### src/rtl/imem_arbiter_pkg.sv
`default_nettype none
// +----------------------------------------------------------------------+
// | imem_arbiter_pkg : shared types and address check for imem_arbiter  |
// | Rev 1.0                                                              |
// +----------------------------------------------------------------------+
package imem_arbiter_pkg;

   typedef enum logic {BOOT = 1'b0, RUN = 1'b1} state_e;
   typedef enum logic {OWN_FETCH = 1'b0, OWN_LOADER = 1'b1} owner_e;

   localparam int unsigned INST_NUM = 50;

   // True when a byte address is not word aligned or beyond the last word.
   function automatic logic addr_err(input logic [1:0]  byte_ofs,
                                     input logic [63:0] word_idx,
                                     input int unsigned inst_num);
      return (byte_ofs != 2'b00) || (word_idx >= 64'(inst_num));
   endfunction

endpackage
`default_nettype wire

### src/rtl/imem_rr_arb.sv
`default_nettype none
// +----------------------------------------------------------------------+
// | imem_rr_arb : 2-input round-robin arbiter, fetch port gated by f_en  |
// | Rev 1.0                                                              |
// +----------------------------------------------------------------------+
module imem_rr_arb
   import imem_arbiter_pkg::*;
(
   input  logic clk,
   input  logic rst,
   input  logic f_en,
   input  logic f_req,
   input  logic l_req,
   output logic f_gnt,
   output logic l_gnt
);

   owner_e last_gnt_q;
   owner_e last_gnt_d;

   always_comb begin
      f_gnt      = f_en & f_req & (~l_req | (last_gnt_q == OWN_LOADER));
      l_gnt      = l_req & ~f_gnt;
      last_gnt_d = last_gnt_q;
      if (f_gnt) begin
         last_gnt_d = OWN_FETCH;
      end else if (l_gnt) begin
         last_gnt_d = OWN_LOADER;
      end
   end

   always_ff @(posedge clk or posedge rst) begin
      if (rst) begin
         last_gnt_q <= OWN_LOADER;
      end else begin
         last_gnt_q <= last_gnt_d;
      end
   end

endmodule
`default_nettype wire

### src/rtl/imem_arbiter.sv
`default_nettype none
// +----------------------------------------------------------------------+
// | imem_arbiter : boot/run sharing of instruction memory, fetch+loader  |
// | Rev 1.0                                                              |
// +----------------------------------------------------------------------+
module imem_arbiter #(
   parameter int N        = 32,
   parameter int INST_NUM = imem_arbiter_pkg::INST_NUM,
   parameter int ADR_W    = 8
) (
   input  logic             clk,
   input  logic             rst,
   input  logic             f_req,
   input  logic [N-1:0]     f_adr,
   output logic             f_gnt,
   output logic             f_rvalid,
   output logic [N-1:0]     f_rdata,
   output logic             f_err,
   input  logic             l_req,
   input  logic             l_we,
   input  logic [N-1:0]     l_adr,
   input  logic [N-1:0]     l_wdata,
   input  logic             l_done,
   output logic             l_gnt,
   output logic             l_rvalid,
   output logic [N-1:0]     l_rdata,
   output logic             l_err,
   output logic             boot_done,
   output logic             mem_en,
   output logic             mem_we,
   output logic [ADR_W-1:0] mem_adr,
   output logic [N-1:0]     mem_wdata,
   input  logic [N-1:0]     mem_rdata
);

   import imem_arbiter_pkg::*;

   state_e     state_q, state_d;
   logic       rsp_valid_q, rsp_valid_d;
   owner_e     rsp_owner_q, rsp_owner_d;
   logic       rsp_err_q, rsp_err_d;
   logic       rsp_rd_q, rsp_rd_d;

   logic       w_any_gnt;
   logic       w_err;
   logic [N-1:0] w_adr;

   // Requests are masked during reset so the memory strobes fall at once.
   imem_rr_arb u_arb (
      .clk   (clk),
      .rst   (rst),
      .f_en  (state_q == RUN),
      .f_req (f_req & ~rst),
      .l_req (l_req & ~rst),
      .f_gnt (f_gnt),
      .l_gnt (l_gnt)
   );

   always_comb begin
      w_any_gnt = f_gnt | l_gnt;
      w_adr     = f_gnt ? f_adr : l_adr;
      w_err     = w_any_gnt & addr_err(w_adr[1:0], 64'(w_adr >> 2), INST_NUM);

      mem_en    = w_any_gnt & ~w_err;
      mem_we    = l_gnt & l_we & ~w_err;
      mem_adr   = w_any_gnt ? w_adr[ADR_W+1:2] : '0;
      mem_wdata = l_gnt ? l_wdata : '0;
   end

   // The loader's final access in BOOT still completes; state only gates fetch.
   always_comb begin
      state_d = state_q;
      if (state_q == BOOT && l_done) begin
         state_d = RUN;
      end
      rsp_valid_d = w_any_gnt;
      rsp_owner_d = f_gnt ? OWN_FETCH : OWN_LOADER;
      rsp_err_d   = w_err;
      rsp_rd_d    = w_any_gnt & ~w_err & ~(l_gnt & l_we);
   end

   always_ff @(posedge clk or posedge rst) begin
      if (rst) begin
         state_q     <= BOOT;
         rsp_valid_q <= 1'b0;
         rsp_owner_q <= OWN_LOADER;
         rsp_err_q   <= 1'b0;
         rsp_rd_q    <= 1'b0;
      end else begin
         state_q     <= state_d;
         rsp_valid_q <= rsp_valid_d;
         rsp_owner_q <= rsp_owner_d;
         rsp_err_q   <= rsp_err_d;
         rsp_rd_q    <= rsp_rd_d;
      end
   end

   always_comb begin
      boot_done = (state_q == RUN);
      f_rvalid  = rsp_valid_q & (rsp_owner_q == OWN_FETCH);
      l_rvalid  = rsp_valid_q & (rsp_owner_q == OWN_LOADER);
      f_err     = f_rvalid & rsp_err_q;
      l_err     = l_rvalid & rsp_err_q;
      f_rdata   = (f_rvalid & rsp_rd_q) ? mem_rdata : '0;
      l_rdata   = (l_rvalid & rsp_rd_q) ? mem_rdata : '0;
   end

endmodule
`default_nettype wire

### config.mk
export PLATFORM = sky130hd
export DESIGN_NAME = imem_arbiter
export DESIGN_NICKNAME = d
export VERILOG_FILES = /design/src/rtl/imem_arbiter_pkg.sv /design/src/rtl/imem_rr_arb.sv /design/src/rtl/imem_arbiter.sv
export SDC_FILE = /design/constraint.sdc
export NUM_CORES = 1
export LEC_CHECK = 0
export ABC_AREA = 1
export CAP_MARGIN = 20
export CORE_AREA = 2 2 95 97
export CTS_CLUSTER_DIAMETER = 100
export CTS_CLUSTER_SIZE = 25
export DETAILED_ROUTE_END_ITERATION = 12
export DIE_AREA = 0 0 97 99
export PLACE_DENSITY = 0.75
export SLEW_MARGIN = 20
export SYNTH_ARGS = -nofsm -noshare
export SYNTH_HDL_FRONTEND = slang
export SYNTH_SLANG_ARGS = --single-unit
### constraint.sdc
create_clock -name clk -period 1.62 [get_ports clk]
set_input_delay 0.243 -clock clk [delete_from_list [all_inputs] [get_ports clk]]
set_output_delay 0.243 -clock clk [all_outputs]
set_load 0.01 [all_outputs]
==> impl_metrics.json, run 1 <==
{
  "status": "finished, violations left",
  "violations": "setup timing",
  "syn_inst": 298,
  "root_buffer": "clkbuf_8",
  "drive_above_1_share_pct": 51.2,
  "clock_latency_ns": 0.22,
  "swShare_pct": 35.1,
  "met3_usage_pct": 3.19,
  "row_count": 34,
  "final_common_cell": "clkdlybuf4s50_1",
  "yosys-top-cells-area": "nor2_1 37%, inv_1 22%, dfrtp_1 7.1%",
  "combPwrFrac_pct": 70.4,
  "syn_area_um2": 1400,
  "p_total_mw": 1.34,
  "area_growth_pct": 284,
  "maxSlewViolCount": 0,
  "final_core_util_pct": 62.9,
  "routed_via_density": 4.22,
  "clk_pin_slew_ns": 0.04,
  "power.leakage_nw": 2.66,
  "worstSetupEndpointType": "output pin",
  "drv_cap": 0,
  "antenna_found_initial": 0,
  "final_cell_mix": "129 x clkdlybuf4s50_1, 97 x buf_6, 80 x inv_1",
  "grt_max_degree": 9,
  "wl_mm": 11.5,
  "ir_worst_vdd_mv": 0.250,
  "yosysWarnings": 0,
  "internal-power_mw": 0.872,
  "worst_pin_slew_ns": 0.268,
  "powerDensity_nw_per_um2": 250,
  "dp_hpwl_mm": 7.10,
  "crit_path_top_delay_cell": "dfstp_2",
  "cp-start-kind": "flip-flop",
  "cp_cell_sequence": "inv_4 -> a21oi_4 -> buf_6 -> nor2_4 -> buf_12 -> inv_12 -> buf_6 -> nor2_1 -> buf_2",
  "grt_pass1_wl_mm": 14.6,
  "track_usage_pct": 18.5,
  "fillers": 721,
  "drtIter0Drc": 72,
  "yosysUniqueCellTypes": 26,
  "rsz0062_at_grt": "yes",
  "die_x_um": 97,
  "cts_sinks": 6,
  "grt_use_met2_pct": 37.2,
  "grt-ovfl-total": 0,
  "io_pins": 247,
  "wire_per_inst_um": 16.1,
  "cts_hold_buf": 0,
  "tritoncts": "yes",
  "synth_edf_count": 0,
  "clockBufferDepth": 2,
  "fmax_mhz": 510,
  "period_minus_slack_ns": 1.96,
  "cts-buffers-inserted": 3,
  "critical_path.top_delay_family": "buffers and inverters",
  "yosysSeqAreaShare_pct": 10.9,
  "relSlewSlack_pct": 82.1,
  "fp.dieH_um": 99,
  "clock_power_share_pct": 16.6,
  "numPortBuffers": 246,
  "critical_path_buf_inv_count": 6,
  "fin_ws_ns": -0.342,
  "diodes": 0,
  "busiest_layer": "met2",
  "finalCritPeriodShare_pct": 121,
  "finalClockSkew_ns": 0.00811,
  "die_area_um2": 9600,
  "yosys.area.top_type_share_pct": 37.0,
  "grt_pass1_vias": 2927,
  "finalSetupViolCount": 96,
  "hold_viol_final": 0,
  "max_stage_delay_ns": 0.53,
  "cts-htree-levels": 1,
  "power_frac_seq_pct": 13.0,
  "synth_area_per_cell_um2": 4.70,
  "path_common_cell": "buf_6",
  "nets": 745,
  "synthArstFlopShare_pct": 100,
  "synth_flop_cell": "dfrtp_1",
  "path_max_fanout": 7,
  "yosysTopAreaCell": "nor2_1",
  "use_met1_pct": 20.3,
  "start_util_pct": 16.4,
  "worstSetupPathType": "flip-flop to output pin",
  "required_ns": 1.38,
  "vias": 3027,
  "arrival_ns": 1.72,
  "globalplace.congestion": 0.904,
  "drtPass1Iterations": 4,
  "p_switching_mw": 0.472,
  "core_um2": 8550,
  "drc_errors": 0,
  "ant_nets": 0,
  "syn_nets": 432,
  "synth_seq_cells": 6,
  "worstHoldPathType": "input pin to async pin"
}
sequential cells by signal, indices dropped and copies added, names as in the netlist:
register / count
rsp_rd_q: 1
rsp_valid_q: 1
rsp_owner_q: 1
rsp_err_q: 1
boot_done: 1
u_arb.last_gnt_q: 1
kinds of logic after synthesis:
family / after synthesis / synth area share, %
and+or+nand+nor: 190 / 59.6
DFF: 6 / 10.9
AOI/OAI and AO/OA: 6 / 3.30
buffers and inverters: 96 / 26.2
cells in the mapped netlist, types with 3 or more instances:
master / n
clkbuf_1: 6
inv_1: 83
dfrtp_1: 4
nand3_1: 6
nand2_1: 20
nor2_1: 138
inv_2: 3
nand2_2: 8
buf_2: 3
metrics by stage:
| stage | hold WS, ns | worst slack (ns) | cells | area [um2] | setup TNS, ns |
|---|---|---|---|---|---|
| 4_1_cts | 0.208 | -0.331 | 703 | 4320 | -11.94 |
| 2_1_floorplan | 0.00526 | 0.0525 | 298 | 1400 | 0 |
| 3_5_place_dp | 0.541 | -0.835 | 662 | 4130 | -42.64 |
| 3_3_place_gp | 0.542 | -0.821 | 662 | 4130 | -39.64 |
| 6_report | 0.229 | -0.342 | 717 | 5380 | -16.33 |
| 5_1_grt | 0.236 | -0.425 | 717 | 5380 | -23.64 |
routing by layer:
metal / up-vias / wire length, um
met2: 141 / 6690
met3: 28 / 557
li1: 1458 / -
met4: 0 / 325
met5: - / 0
met1: 1400 / 3970
final cells by class:
class	instances	area (um2)	share of cell area (%)
Tap cell	108	135	2.51
Sequential cell	6	154	2.86
Timing Repair Buffer	314	3150	58.5
Multi-Input combinational cell	196	1500	28.0
Timing Repair inverter	3	48.8	0.907
Inverter	87	347	6.44
Clock buffer	3	41.3	0.768
power by group through the flow:
stage / Clock, mW / Combinational (mW) / Sequential [mW]
final: 0.224 / 0.946 / 0.175
after global routing: 0.251 / 1.01 / 0.176
after CTS: 0.234 / 0.764 / 0.173
after detailed placement: 0 / 0.714 / 0.173
after global placement: 0 / 0.706 / 0.173
after floorplan: 0 / 0.210 / 0.171
worst register-to-register path, stage by stage (launching register included):
cell and delay [ns]:
dfstp_2 0.53, inv_4 0.05, nand3_4 0.10, nand2_8 0.09
nand2_2 0.08, nand2_2 0.05, nor2_2 0.11, nand2_2 0.08
buf_4 0.13, a21oi_1 0.13
path summary, 6_finish.rpt:
| check | slack [ns] | cells after the start | end | start |
|---|---|---|---|---|
| setup / recovery | -0.34 | 9 | mem_wdata[27] | u_arb.last_gnt_q$_DFFE_PP1P_ |
| setup reg to reg | 0.16 | 9 | rsp_err_q$_DFF_PP0_ | u_arb.last_gnt_q$_DFFE_PP1P_ |
| hold reg to reg | 0.54 | 2 | u_arb.last_gnt_q$_DFFE_PP1P_ | u_arb.last_gnt_q$_DFFE_PP1P_ |
| min in group clk | 0.50 | 3 | u_arb.last_gnt_q$_DFFE_PP1P_ | l_req |
| hold / removal | 0.23 | 3 | boot_done$_DFFE_PP0P_ | rst |
| max in group asynchronous | 1.17 | 3 | rsp_owner_q$_DFF_PP1_ | rst |
repair_timing:
item	CTS	global route
endpoints found under the setup margin	112	110
pin swaps	9	30
gates resized for setup	495	252
setup buffers	29	17
gates cloned	9	0
endpoints found under the hold margin	0	0
Note: power is estimated with default switching activity, not from simulation.
==> run 2: changes to the inputs <==
CORE_AREA = default   (was 2 2 95 97)
CORE_ASPECT_RATIO = 2   (was default)
CORE_MARGIN = 5   (was default)
CORE_UTILIZATION = 19   (was default)
DIE_AREA = default   (was 0 0 97 99)
PLACE_DENSITY = 0.87   (was 0.75)
clock period = 1.8 ns   (was 1.62 ns; I/O delays follow)
==> impl_metrics.json, run 2 (synthesis results as in run 1) <==
{
  "wl_mm": 10.6,
  "numPortBuffers": 246,
  "cts_hold_buf": 0,
  "row_count": 44,
  "powerDensity_nw_per_um2": 286,
  "numPlacedInstances": 654,
  "clk_pin_slew_ns": 0.04,
  "r2r_end": "rsp_rd_q$_DFF_PP0_",
  "grt_max_degree": 28,
  "final_common_cell": "clkdlybuf4s50_1",
  "p_total_mw": 1.35,
  "drv_cap": 0,
  "finalCritPeriodShare_pct": 110,
  "grt_pass1_vias": 3040,
  "hold_viol_final": 0,
  "finalSetupViolCount": 43,
  "path_max_fanout": 6,
  "reg2regPathDepth": 12,
  "path_common_cell": "nand2_1",
  "power.leakage_nw": 2.70,
  "die_x_um": 70.7,
  "critical_path.top_delay_family": "simple AND/OR/NAND/NOR gates",
  "grt_use_met2_pct": 37.1,
  "max_stage_delay_ns": 0.53,
  "io_pins": 247,
  "worstSetupPathType": "flip-flop to output pin",
  "status": "finished, violations left",
  "required_ns": 1.53,
  "area_growth_pct": 236,
  "cts_sinks": 6,
  "dpl_cell_area_um2": 4170,
  "drtPass1Iterations": 4,
  "crit_path_top_delay_cell": "dfstp_2",
  "fmax_mhz": 506,
  "vias": 3024,
  "cp-start-kind": "flip-flop",
  "root_buffer": "clkbuf_16",
  "arrival_ns": 1.71,
  "diodes": 0,
  "worst_pin_slew_ns": 0.205,
  "met3_usage_pct": 5.05,
  "maxSlewViolCount": 0,
  "holdWs_ns": 0.201,
  "relSlewSlack_pct": 86.2,
  "grt_pass1_wl_mm": 13.8,
  "violations": "setup timing",
  "nets": 727,
  "cts-buffers-inserted": 3,
  "cts-htree-levels": 1,
  "final_area_um2": 4700,
  "wire_per_inst_um": 15.5,
  "drive_above_1_share_pct": 36.0,
  "globalplace.congestion": 0.923,
  "busiest_layer": "met2",
  "fp.dieH_um": 131,
  "cp_cell_sequence": "inv_4 -> nand3_4 -> nand3b_1 -> nand2_1 -> nand3_1 -> nand2_2 -> nand2_1 -> a21oi_2 -> buf_2",
  "critical_path_buf_inv_count": 2,
  "fin_ws_ns": -0.178,
  "reg2reg_slack_ns": 0.08,
  "rsz0062_at_grt": "yes",
  "drtIter0Drc": 75,
  "start_util_pct": 19.4,
  "die_area_um2": 9300,
  "grt-ovfl-total": 0,
  "antenna_found_initial": 0,
  "core_um2": 7210,
  "use_met1_pct": 14.8,
  "clock_latency_ns": 0.23,
  "period_minus_slack_ns": 1.98,
  "rr_startpoint": "u_arb.last_gnt_q$_DFFE_PP1P_",
  "dp_slack_ns": -0.711,
  "tritoncts": "yes",
  "final_cell_count_no_fill": 684,
  "ir_worst_vdd_mv": 0.246,
  "final_cell_mix": "117 x clkdlybuf4s50_1, 101 x nor2_1, 78 x inv_1",
  "drc_errors": 0,
  "routed_via_density": 4.42,
  "worstHoldPathType": "input pin to async pin",
  "finalClockSkew_ns": 0.00553,
  "track_usage_pct": 18.3,
  "worstSetupEndpointType": "output pin",
  "dp_hpwl_mm": 7.93,
  "ant_nets": 0,
  "clockBufferDepth": 2
}
[run 2: changes by cell type in the layout (fill, tap and decap cells not counted), moves of 10 or more]
cell	previous run	this run
clkbuf_2	4	15
nor2_4	67	29
dlygate4sd2_1	4	31
nor2_2	23	12
buf_4	23	33
clkdlybuf4s50_1	129	117
nor2_1	52	101
dlymetal6s2s_1	1	15
buf_6	97	42
[run 2: power breakdown]
part | leakage (nW) | internal, mW | switching [mW]
registers | 0.0674 | 0.149 | 0.00588
logic | 2.60 | 0.489 | 0.327
clock network | 0.0382 | 0.294 | 0.0822
[run 2: final cells by class]
cell class                      instances  area (um2)
Multi-Input combinational cell        196        1180
Tap cell                               92         115
Fill cell                             602        2510
Inverter                               87         340
Sequential cell                         6         154
Clock buffer                            4        78.8
Timing Repair Buffer                  299        2830
[run 2: worst reg2reg max path: stages (launching register included)]
cell and delay [ns]:
dfstp_2 0.53, inv_4 0.05, nand3_4 0.11, nand2_8 0.10
nor2_4 0.10, nand3_2 0.09, nand2_2 0.09, buf_6 0.11
nand3_4 0.07, buf_6 0.12, buf_6 0.10, buf_6 0.10
nor2_1 0.09
[run 2: worst max-delay path by stage]
| stage | start | to | slack, ns | cells after the start |
|---|---|---|---|---|
| after global placement | rst | mem_we | -0.68 | 11 |
| after detailed placement | rst | mem_we | -0.71 | 11 |
| after CTS | u_arb.last_gnt_q$_DFFE_PP1P_ | mem_we | -0.15 | 10 |
| final | u_arb.last_gnt_q$_DFFE_PP1P_ | mem_we | -0.18 | 9 |
| after global routing | u_arb.last_gnt_q$_DFFE_PP1P_ | mem_we | -0.27 | 9 |
| after floorplan | boot_done$_DFFE_PP0P_ | mem_we | 0.21 | 8 |
[run 2: per-stage QoR]
| stage | util [%] | TNS (ns) |
|---|---|---|
| after floorplan | - | 0 |
| after global placement | 57.8 | -28.84 |
| after detailed placement | 57.8 | -30.52 |
| after CTS | 59.4 | -1.89 |
| after global routing | 65.2 | -6.31 |
| final | 65.2 | -3.59 |
[run 2: repair_timing]
item / in CTS / in global routing
cloned: 2 / 3
pin swaps: 9 / 24
setup endpoints to repair: 110 / 76
resized for setup: 337 / 155
setup buffers: 15 / 10
[run 2: per-layer routing]
metal | routed length (um) | up-vias
li1 | - | 1415
met1 | 2940 | 1333
met2 | 5950 | 231
met3 | 1130 | 45
met4 | 611 | 0
met5 | 0 | -
==> run 3: changes to the inputs <==
CORE_AREA = 4 4 95 97   (was default)
CORE_ASPECT_RATIO = default   (was 2)
CORE_MARGIN = default   (was 5)
CORE_UTILIZATION = default   (was 19)
DIE_AREA = 0 0 99 101   (was default)
PLACE_DENSITY = 0.78   (was 0.87)
clock period = 2.2 ns   (was 1.8 ns; I/O delays follow)
==> impl_metrics.json, run 3 (synthesis results as in run 1) <==
{
  "cts_hold_buf": 0,
  "period_minus_slack_ns": 2.23,
  "die_x_um": 99,
  "required_ns": 1.87,
  "dp_hpwl_mm": 7.25,
  "worstSetupPathType": "input pin to output pin",
  "routed_via_density": 3.87,
  "drive_above_1_share_pct": 10.4,
  "wl_mm": 8.19,
  "crit_path_top_delay_cell": "clkdlybuf4s50_1",
  "io_pins": 247,
  "crit_path_start": "l_req",
  "final_area_um2": 4230,
  "finalSetupViolCount": 1,
  "ff_latch_area_um2": 153,
  "cp-start-kind": "input pin",
  "ant_nets": 0,
  "final_common_cell": "clkdlybuf4s50_1",
  "fp.dieH_um": 101,
  "fin_ws_ns": -0.0252,
  "globalplace.congestion": 0.915,
  "die_area_um2": 10000,
  "drtPass1Iterations": 4,
  "row_count": 33,
  "status": "finished, violations left",
  "finalCritPeriodShare_pct": 101,
  "cts-buffers-inserted": 3,
  "path_max_fanout": 32,
  "worstHoldPathType": "input pin to async pin",
  "powerDensity_nw_per_um2": 190,
  "drv_cap": 0,
  "rsz0062_at_grt": "yes",
  "nets": 696,
  "root_buffer": "clkbuf_8",
  "power.leakage_nw": 2.64,
  "clock_latency_ns": 0.23,
  "clockBufferDepth": 2,
  "ir_worst_vdd_mv": 0.227,
  "wire_per_inst_um": 12.3,
  "drc_errors": 0,
  "fmax_mhz": 449,
  "dpl_cell_area_um2": 4090,
  "cp_cell_sequence": "dlygate4sd2_1 -> inv_1 -> nor2_4 -> inv_1 -> nor2_4 -> inv_6 -> nor2_1 -> clkdlybuf4s50_1",
  "antenna_found_initial": 1,
  "tritoncts": "yes",
  "area_growth_pct": 202,
  "numPortBuffers": 246,
  "worstSetupEndpointType": "output pin",
  "grt_max_degree": 33,
  "diodes": 0,
  "max_stage_delay_ns": 0.58,
  "final_cell_mix": "183 x clkdlybuf4s50_1, 137 x nor2_1, 83 x inv_1",
  "grt-ovfl-total": 0,
  "multi_input_area_um2": 901,
  "grt_pass1_vias": 2482,
  "vias": 2574,
  "cts_sinks": 6,
  "maxSlewViolCount": 0,
  "start_util_pct": 17.2,
  "fillers": 783,
  "holdWs_ns": 0.298,
  "arrival_ns": 1.90,
  "grt_pass1_wl_mm": 11.8,
  "core_um2": 8130,
  "hold_viol_final": 0,
  "drtIter0Drc": 51,
  "rr_startpoint": "u_arb.last_gnt_q$_DFFE_PP1P_",
  "relSlewSlack_pct": 85.2,
  "worst_pin_slew_ns": 0.222,
  "dp_slack_ns": -0.435,
  "track_usage_pct": 14.3,
  "violations": "setup timing",
  "cts-htree-levels": 1,
  "clk_pin_slew_ns": 0.04,
  "finalClockSkew_ns": 0.00912
}
==> run 3: repair_timing <==
action,in CTS,in global routing
buffers inserted,4,2
gates resized for setup,43,37
pin swaps,3,4
setup endpoints to repair,44,55
==> run 3: through the flow <==
stage          utilization [%]  TNS [ns]  total power [mW]  cells
6_report                  51.9   -0.0252             0.803    665
5_1_grt                   51.9    -0.181             0.864    665
4_1_cts                   50.8         0             0.814    663
3_5_place_dp              50.3    -15.82             0.649    656
3_3_place_gp              50.3    -13.68             0.643    656
2_1_floorplan                -         0             0.281    298
==> run 3: worst paths after layout <==
check,end,slack [ns],cells after the start
worst max-delay path,mem_wdata[3],-0.03,8
worst min-delay path,boot_done$_DFFE_PP0P_,0.30,3
min in group clk,u_arb.last_gnt_q$_DFFE_PP1P_,0.54,2
worst min register to register,u_arb.last_gnt_q$_DFFE_PP1P_,0.54,2
max in group asynchronous,rsp_owner_q$_DFF_PP1_,1.58,4
worst max register to register,rsp_err_q$_DFF_PP0_,0.72,9
==> run 3: power breakdown <==
group	switching [mW]	internal (mW)	total, mW
clock network	0.0500	0.118	0.168
registers	0.00422	0.122	0.126
logic	0.187	0.322	0.509
total	0.241	0.562	0.803
==> run 3: per-layer routing <==
metal | share of wire [%] | vias up | GRT usage (%)
li1 | - | 1348 | -
met1 | 36 | 1093 | 15.4
met2 | 54 | 123 | 27.7
met3 | 9.0 | 8 | 3.81
met4 | 0.82 | 2 | 2.73
met5 | 0.24 | - | 0
==> run 3: worst max-delay path: cells and delay by family <==
kind	cells	cell delay, ns
buffers and inverters	5	1.11
AND/OR/NAND/NOR	3	0.45
==> run 3: final cells by class <==
cell class | count | share of cell area, %
Timing Repair Buffer | 268 | 63.1
Multi-Input combinational cell | 196 | 21.3
Inverter | 87 | 7.91
Sequential cell | 6 | 3.61
Tap cell | 105 | 3.11
Clock buffer | 3 | 0.977
